### src/rtl/alu_issue_stage_pkg.sv
// Shared RV32I decode constants and ALU control encoding for the ALU issue stage.
// Imported by the interface, the top level and the bench.
package alu_issue_stage_pkg;

  localparam logic [6:0] OPC_OP     = 7'b0110011;
  localparam logic [6:0] OPC_OPIMM  = 7'b0010011;
  localparam logic [6:0] OPC_LOAD   = 7'b0000011;
  localparam logic [6:0] OPC_STORE  = 7'b0100011;
  localparam logic [6:0] OPC_LUI    = 7'b0110111;
  localparam logic [6:0] OPC_AUIPC  = 7'b0010111;
  localparam logic [6:0] OPC_JAL    = 7'b1101111;
  localparam logic [6:0] OPC_JALR   = 7'b1100111;
  localparam logic [6:0] OPC_BRANCH = 7'b1100011;

  localparam logic [2:0] F3_SLT  = 3'b010;
  localparam logic [2:0] F3_SLTU = 3'b011;

  typedef enum logic [2:0] {
    ALU_ADD = 3'b000,
    ALU_SUB = 3'b001,
    ALU_AND = 3'b010,
    ALU_OR  = 3'b011,
    ALU_SLL = 3'b100,
    ALU_SLT = 3'b101,
    ALU_SR  = 3'b110,
    ALU_XOR = 3'b111
  } alu_ctrl_e;

  // Register/immediate arithmetic share one funct3 map; only the SUB select differs.
  function automatic alu_ctrl_e alu_op_map(input logic [2:0] f3, input logic sub);
    case (f3)
      3'b000:  return sub ? ALU_SUB : ALU_ADD;
      3'b001:  return ALU_SLL;
      3'b010:  return ALU_SLT;
      3'b011:  return ALU_SLT;
      3'b100:  return ALU_XOR;
      3'b101:  return ALU_SR;
      3'b110:  return ALU_OR;
      default: return ALU_AND;
    endcase
  endfunction

endpackage

### src/rtl/alu_issue_stage_if.sv
// ALU-side bus of the issue stage: valid/ready plus the operand and control fields
// consumed 1:1 by the combinational ALU.
interface alu_issue_stage_if
  import alu_issue_stage_pkg::*;
#(
  parameter int WIDTH = 32,
  parameter int RD_W  = 5
);
  logic             out_valid;
  logic             out_ready;
  logic [WIDTH-1:0] a;
  logic [WIDTH-1:0] b;
  alu_ctrl_e        alu_ctrl;
  logic [2:0]       funct3;
  logic             funct7b5;
  logic [RD_W-1:0]  rd_out;
  logic             illegal;

  modport master (
    output out_valid, a, b, alu_ctrl, funct3, funct7b5, rd_out, illegal,
    input  out_ready
  );

  modport slave (
    input  out_valid, a, b, alu_ctrl, funct3, funct7b5, rd_out, illegal,
    output out_ready
  );
endinterface

### src/rtl/alu_issue_stage_skid.sv
// Generic 2-entry valid/ready buffer: a main output register plus one skid entry.
// in_ready comes straight from a flop, so there is no combinational out_ready->in_ready path.
module alu_issue_stage_skid #(
  parameter int DATA_W = 8
) (
  input  logic              clk,
  input  logic              reset_n,
  input  logic              flush,
  input  logic              in_valid,
  output logic              in_ready,
  input  logic [DATA_W-1:0] in_data,
  output logic              out_valid,
  input  logic              out_ready,
  output logic [DATA_W-1:0] out_data
);
  logic              main_valid_reg;
  logic              skid_valid_reg;
  logic [DATA_W-1:0] main_data_reg;
  logic [DATA_W-1:0] skid_data_reg;
  logic              accept;
  logic              main_free;

  assign accept    = in_valid && !skid_valid_reg && !flush;
  assign main_free = !main_valid_reg || out_ready;

  always_ff @(posedge clk or negedge reset_n) begin
    if (!reset_n) begin
      main_valid_reg <= 1'b0;
      skid_valid_reg <= 1'b0;
      main_data_reg  <= '0;
      skid_data_reg  <= '0;
    end else if (flush) begin
      main_valid_reg <= 1'b0;
      skid_valid_reg <= 1'b0;
    end else if (main_free) begin
      // Skid entry is older than anything arriving now, so it drains first.
      if (skid_valid_reg) begin
        main_data_reg  <= skid_data_reg;
        main_valid_reg <= 1'b1;
        skid_valid_reg <= 1'b0;
      end else if (accept) begin
        main_data_reg  <= in_data;
        main_valid_reg <= 1'b1;
      end else begin
        main_valid_reg <= 1'b0;
      end
    end else if (accept) begin
      skid_data_reg  <= in_data;
      skid_valid_reg <= 1'b1;
    end
  end

  assign in_ready  = !skid_valid_reg;
  assign out_valid = main_valid_reg;
  assign out_data  = main_data_reg;

endmodule

### src/rtl/alu_issue_stage.sv
// ALU issue stage: decodes RV32I fields into ALU control/operands and registers the
// result through a 2-entry skid buffer feeding the ALU bus.
module alu_issue_stage
  import alu_issue_stage_pkg::*;
#(
  parameter int WIDTH = 32,
  parameter int RD_W  = 5
) (
  input  logic             clk,
  input  logic             reset_n,
  input  logic             flush,
  input  logic             in_valid,
  output logic             in_ready,
  input  logic [6:0]       opcode,
  input  logic [2:0]       funct3_in,
  input  logic             funct7b5_in,
  input  logic [WIDTH-1:0] rs1_val,
  input  logic [WIDTH-1:0] rs2_val,
  input  logic [WIDTH-1:0] imm,
  input  logic [WIDTH-1:0] pc,
  input  logic [RD_W-1:0]  rd_in,
  alu_issue_stage_if.master alu_bus
);
  localparam int OFS_CTRL = 2 * WIDTH;
  localparam int OFS_F3   = OFS_CTRL + 3;
  localparam int OFS_F7   = OFS_F3 + 3;
  localparam int OFS_RD   = OFS_F7 + 1;
  localparam int OFS_ILL  = OFS_RD + RD_W;
  localparam int DATA_W   = OFS_ILL + 1;

  logic [WIDTH-1:0]  dec_a;
  logic [WIDTH-1:0]  dec_b;
  alu_ctrl_e         dec_ctrl;
  logic [2:0]        dec_f3;
  logic              dec_f7;
  logic              dec_ill;
  logic [DATA_W-1:0] in_data;
  logic [DATA_W-1:0] out_data;

  always_comb begin
    dec_a    = '0;
    dec_b    = '0;
    dec_ctrl = ALU_ADD;
    dec_f3   = 3'b000;
    dec_f7   = 1'b0;
    dec_ill  = 1'b0;
    case (opcode)
      OPC_OP: begin
        dec_a    = rs1_val;
        dec_b    = rs2_val;
        dec_ctrl = alu_op_map(funct3_in, funct7b5_in);
        dec_f3   = funct3_in;
        dec_f7   = (funct3_in == 3'b000 || funct3_in == 3'b101) ? funct7b5_in : 1'b0;
      end
      OPC_OPIMM: begin
        dec_a    = rs1_val;
        dec_b    = imm;
        dec_ctrl = alu_op_map(funct3_in, 1'b0);
        dec_f3   = funct3_in;
        dec_f7   = (funct3_in == 3'b101) ? funct7b5_in : 1'b0;
      end
      OPC_LOAD, OPC_STORE: begin
        dec_a = rs1_val;
        dec_b = imm;
      end
      OPC_LUI:   dec_b = imm;
      OPC_AUIPC: begin
        dec_a = pc;
        dec_b = imm;
      end
      OPC_JAL, OPC_JALR: begin
        // Link value pc+4; wrap-around is left to the ALU adder.
        dec_a = pc;
        dec_b = WIDTH'(4);
      end
      OPC_BRANCH: begin
        dec_a = rs1_val;
        dec_b = rs2_val;
        case (funct3_in[2:1])
          2'b10: begin
            dec_ctrl = ALU_SLT;
            dec_f3   = F3_SLT;
          end
          2'b11: begin
            dec_ctrl = ALU_SLT;
            dec_f3   = F3_SLTU;
          end
          default: begin
            dec_ctrl = ALU_SUB;
            dec_f3   = funct3_in;
          end
        endcase
      end
      // Unknown opcodes still issue so the trap is raised downstream in order.
      default: dec_ill = 1'b1;
    endcase
  end

  assign in_data = {dec_ill, rd_in, dec_f7, dec_f3, dec_ctrl, dec_b, dec_a};

  alu_issue_stage_skid #(
    .DATA_W (DATA_W)
  ) u_skid (
    .clk       (clk),
    .reset_n   (reset_n),
    .flush     (flush),
    .in_valid  (in_valid),
    .in_ready  (in_ready),
    .in_data   (in_data),
    .out_valid (alu_bus.out_valid),
    .out_ready (alu_bus.out_ready),
    .out_data  (out_data)
  );

  assign alu_bus.a        = out_data[WIDTH-1:0];
  assign alu_bus.b        = out_data[OFS_CTRL-1:WIDTH];
  assign alu_bus.alu_ctrl = alu_ctrl_e'(out_data[OFS_F3-1:OFS_CTRL]);
  assign alu_bus.funct3   = out_data[OFS_F7-1:OFS_F3];
  assign alu_bus.funct7b5 = out_data[OFS_F7];
  assign alu_bus.rd_out   = out_data[OFS_ILL-1:OFS_RD];
  assign alu_bus.illegal  = out_data[OFS_ILL];

endmodule
### src/flat_wrapper.sv
// flat-port wrapper written by rule: the top's interface ports become plain ports
module alu_issue_stage_flat import alu_issue_stage_pkg::*;
#(
  parameter int WIDTH = 32,
  parameter int RD_W  = 5
)
  (clk, reset_n, flush, in_valid, in_ready, opcode, funct3_in, funct7b5_in, rs1_val, rs2_val, imm, pc, rd_in, alu_bus_out_valid, alu_bus_a, alu_bus_b, alu_bus_alu_ctrl, alu_bus_funct3, alu_bus_funct7b5, alu_bus_rd_out, alu_bus_illegal, alu_bus_out_ready);
  alu_issue_stage_if #(.WIDTH(WIDTH), .RD_W(RD_W)) alu_bus_i ();
  input  logic clk;
  input  logic reset_n;
  input  logic flush;
  input  logic in_valid;
  output logic in_ready;
  input  logic [6:0] opcode;
  input  logic [2:0] funct3_in;
  input  logic funct7b5_in;
  input  logic [WIDTH-1:0] rs1_val;
  input  logic [WIDTH-1:0] rs2_val;
  input  logic [WIDTH-1:0] imm;
  input  logic [WIDTH-1:0] pc;
  input  logic [RD_W-1:0] rd_in;
  output wire logic [$bits(alu_bus_i.out_valid)-1:0] alu_bus_out_valid;
  output wire logic [$bits(alu_bus_i.a)-1:0] alu_bus_a;
  output wire logic [$bits(alu_bus_i.b)-1:0] alu_bus_b;
  output wire logic [$bits(alu_bus_i.alu_ctrl)-1:0] alu_bus_alu_ctrl;
  output wire logic [$bits(alu_bus_i.funct3)-1:0] alu_bus_funct3;
  output wire logic [$bits(alu_bus_i.funct7b5)-1:0] alu_bus_funct7b5;
  output wire logic [$bits(alu_bus_i.rd_out)-1:0] alu_bus_rd_out;
  output wire logic [$bits(alu_bus_i.illegal)-1:0] alu_bus_illegal;
  input wire logic [$bits(alu_bus_i.out_ready)-1:0] alu_bus_out_ready;
  assign alu_bus_out_valid = alu_bus_i.out_valid;
  assign alu_bus_a = alu_bus_i.a;
  assign alu_bus_b = alu_bus_i.b;
  assign alu_bus_alu_ctrl = alu_bus_i.alu_ctrl;
  assign alu_bus_funct3 = alu_bus_i.funct3;
  assign alu_bus_funct7b5 = alu_bus_i.funct7b5;
  assign alu_bus_rd_out = alu_bus_i.rd_out;
  assign alu_bus_illegal = alu_bus_i.illegal;
  assign alu_bus_i.out_ready = alu_bus_out_ready;
  alu_issue_stage #(.WIDTH(WIDTH), .RD_W(RD_W)) u_core (.clk(clk), .reset_n(reset_n), .flush(flush), .in_valid(in_valid), .in_ready(in_ready), .opcode(opcode), .funct3_in(funct3_in), .funct7b5_in(funct7b5_in), .rs1_val(rs1_val), .rs2_val(rs2_val), .imm(imm), .pc(pc), .rd_in(rd_in), .alu_bus(alu_bus_i));
endmodule
### config.mk
export PLATFORM = sky130hd
export DESIGN_NAME = alu_issue_stage_flat
export DESIGN_NICKNAME = d
export VERILOG_FILES = /design/src/rtl/alu_issue_stage_pkg.sv /design/src/rtl/alu_issue_stage_if.sv /design/src/rtl/alu_issue_stage_skid.sv /design/src/rtl/alu_issue_stage.sv /design/src/flat_wrapper.sv
export SDC_FILE = /design/constraint.sdc
export NUM_CORES = 1
export LEC_CHECK = 0
export CAP_MARGIN = 20
export CELL_PAD_IN_SITES_DETAIL_PLACEMENT = 0
export CELL_PAD_IN_SITES_GLOBAL_PLACEMENT = 1
export CORE_UTILIZATION = 39
export DETAILED_ROUTE_END_ITERATION = 7
export PLACE_DENSITY = 0.9
export SLEW_MARGIN = 20
export SYNTH_ARGS = -nofsm -noshare
export SYNTH_HDL_FRONTEND = slang
export SYNTH_HIERARCHICAL = 1
export SYNTH_SLANG_ARGS = --single-unit
### constraint.sdc
create_clock -name clk -period 1.9 [get_ports clk]
set_input_delay 0.57 -clock clk [delete_from_list [all_inputs] [get_ports clk]]
set_output_delay 0.57 -clock clk [all_outputs]
set_load 0.005 [all_outputs]
==> impl_metrics.tcl <==
set metrics [dict create \
    run_status "complete, but fails checks" \
    violations "setup timing" \
    tritoncts.num_buffers 17 \
    placed_cells 1037 \
    commonest_cells_after_routing_fill_and_taps_aside "174 x sky130_fd_sc_hd__clkdlybuf4s50_1, 155 x sky130_fd_sc_hd__dfrtp_1, 147 x sky130_fd_sc_hd__mux2_2" \
    path_cells "buf_6 -> buf_6 -> or4b_4 -> a21oi_4 -> buf_12 -> buf_12 -> buf_16 -> a22o_1 -> mux2_4 -> mux2_4" \
    critical_register_to_register_path_startpoint "u_core/u_skid/skid_valid_reg$_DFFE_PN0P_" \
    final_hold_viol_count 0 \
    synth_seq_area_share_pct 49.6 \
    worst-setup-path-type "primary input to flip-flop" \
    grt_antenna_before_repair 0 \
    max_freq_mhz 518 \
    post_synth.cell_area_avg_um2 14.7 \
    seqCellArea_um2 3910 \
    min_period_over_period_pct 102 \
    gp_congestion 0.850 \
    multi_input_comb_area_um2 3920 \
    cpLargestDelayFamily "buffers and inverters" \
    tritoncts "built" \
    finalNetCount 986 \
    grt_start_max_net_pins 39 \
    critical_path.startpoint_type "primary input" \
    synthesis.instances 537 \
    r2r_end "u_core/u_skid/out_data[62]$_DFFE_PN0P_" \
    cpMaxStageDelayCell "sky130_fd_sc_hd__or4b_4" \
    synth.ff_latch_count 156 \
    cts.sinks 156 \
    wl_um 22700 \
    route.antenna.remaining_nets 0 \
    firstDrtPassIters 4 \
    chipWidth_um 144 \
    rr_worst_depth 4 \
    cts_stage_hold_buffer_count 0 \
    finalSetupTns_ns -0.238 \
    post_layout_nonfiller_instances 1115 \
    critical_path.max_fanout 8 \
    worst-r2r-setup-slack_ns 0.13 \
    synthToLayoutAreaGrowth_pct 55.0 \
    placement.setup.worst_slack_ns -0.934 \
    fillers 1472 \
    synth_nets 686 \
    max_slew.worst_pin.slew_ns 0.420 \
    synth.cell_area_um2 7880 \
    port_buffers 227 \
    grt_pass1_vias 6431 \
    stdcell_area_um2 12200 \
    post_route_cells_drive_above_1_share_pct 44.8 \
    drt_iter0_markers 158 \
    clk_transition_reported_paths_ns 0.07 \
    setup_slack_ns -0.0301 \
    drv_slew 0 \
    grt_util_all_layers_pct 22.2 \
    average_wire_length_per_cell_after_detail_routing_um 20.3 \
    timing.critical_path.buf_inv 5 \
    global_route.overflow_total 0 \
    core.rowCount 51 \
    power_leakage_nw 6.28 \
    start_util_pct 40.1 \
    slew_headroom_pct 72.0 \
    clkLatencyLatePin_ns 0.42 \
    worst_hold_path_type "primary input to asynchronous set/reset pin" \
    max_stage_delay_ns 0.53 \
    cts-root-to-sink-buffers 2 \
    routed_via_density 5.17 \
    final_report_setup_violation_count 15 \
    grt_setup_unrepaired "true" \
    core_area_um2 19700 \
    timing.critical_path.arrival_ns 2.30 \
    global_route_wire_length_before_repair_um 34700 \
    worst_ir_drop_vdd_v 0.000590 \
    cellPowerDensity_nw_per_um2 681 \
    remaining_drc_errors 0 \
    dpl_cell_area_um2 10800 \
    detailedPlacementHpwl_um 14600 \
    cp-end-kind "flip-flop" \
    clock_tree.root_cell "sky130_fd_sc_hd__clkbuf_16" \
    final_period_minus_worst_setup_slack_ns 1.93 \
    die_area_um2 20800 \
    p_total_mw 8.32 \
    yosysUniqueCellTypes 36 \
    cts.htree.levels 4 \
    cp.required_ns 2.27 \
    synthesis.yosys.warnings 6 \
    maxCapViolCount 0 \
    dr_total_vias 5764 \
    skew_ns 0.0130 \
    final_common_cell "sky130_fd_sc_hd__clkdlybuf4s50_1" \
    antenna_cells 0 \
    io_pins 228 \
    floorplan.die.height_um 144 \
]
[cell type report]
class	count	area share, %
Clock buffer	20	3.74
Clock inverter	12	1.31
Inverter	2	0.0615
Multi-Input combinational cell	341	32.1
Sequential cell	156	32.0
Tap cell	265	2.71
Timing Repair Buffer	319	28.1
[per-stage QoR]
step	hold WS, ns	util, %
after detailed placement	0.489	55.0
final	0.0648	62.1
after floorplan	0.274	-
after global routing	0.0717	62.1
after CTS	0.0626	60.9
after global placement	0.481	55.0
[repair_timing]
action	CTS	global route
endpoints found under the setup margin	143	107
endpoints found under the hold margin	0	0
cloned	7	0
buffers inserted	28	13
pin swaps	18	13
resized for setup	65	57
[metal layers]
metal / vias to the layer above / routed length (um) / track usage [%]
li1: 2621 / - / -
met1: 2937 / 9460 / 25.4
met3: 26 / 1370 / 5.63
met2: 180 / 11500 / 39.8
met4: 0 / 367 / 7.78
met5: - / 0 / 0
[cells in the mapped netlist, drive strengths merged]
cell     count  area (um^2)
a21oi        9         56.3
a31oi        1         6.26
a221o        1         10.0
clkbuf       8         30.0
nor3b        2         20.0
buf         31          231
or4b         1         13.8
mux2       231         2830
xnor2        1         8.76
o21ai        2         10.0
inv          2         7.51
and3b        1         8.76
nand3b       1         7.51
a211oi       1         7.51
nor2         3         13.8
a21o         2         15.0
dfrtp      156         3900
nand3        2         15.0
nor2b        2         15.0
nand2        3         11.3
nand2b       5         31.3
nor3         5         36.3
a22o        63          552
or3          1         6.26
nand4bb      1         11.3
o32ai        1         16.3
nor4         1         6.26
[worst register-to-register path: stages, from the launching register on]
cell,delay (ns)
sky130_fd_sc_hd__dfrtp_4,0.42
sky130_fd_sc_hd__buf_4,0.16
sky130_fd_sc_hd__buf_4,0.39
sky130_fd_sc_hd__mux2_2,0.40
sky130_fd_sc_hd__mux2_4,0.28
[logic make-up (layout without fill, tap and decap cells)]
group,Yosys count,count (layout),share of synthesized area [%]
compound gates,80,81,8.55
xor+xnor,1,1,0.111
buf+inv,41,353,3.41
flops,156,156,49.6
mux,231,231,35.9
simple gates,28,28,2.49
[power by group]
group	leakage [nW]	total, mW	switching (mW)	internal, mW
sequential	2.14	3.57	0.0887	3.48
clock	0.301	3.55	1.40	2.15
combinational	3.84	1.19	0.419	0.775
total	6.28	8.32	1.91	6.41
[how the worst max path moves through the flow]
stage	startpoint	to	slack, ns	cells after the start
after floorplan	opcode[2]	u_core/u_skid/out_data[76]$_DFFE_PN0P_	-0.12	7
after detailed placement	opcode[4]	u_core/u_skid/out_data[20]$_DFFE_PN0P_	-0.93	7
after global routing	opcode[3]	u_core/u_skid/out_data[24]$_DFFE_PN0P_	-0.07	10
after global placement	opcode[4]	u_core/u_skid/out_data[0]$_DFFE_PN0P_	-0.83	7
after CTS	opcode[6]	u_core/u_skid/out_data[6]$_DFFE_PN0P_	-0.03	10
final	opcode[3]	u_core/u_skid/out_data[24]$_DFFE_PN0P_	-0.03	10
No activity file was read; power rests on OpenSTA's default activity.
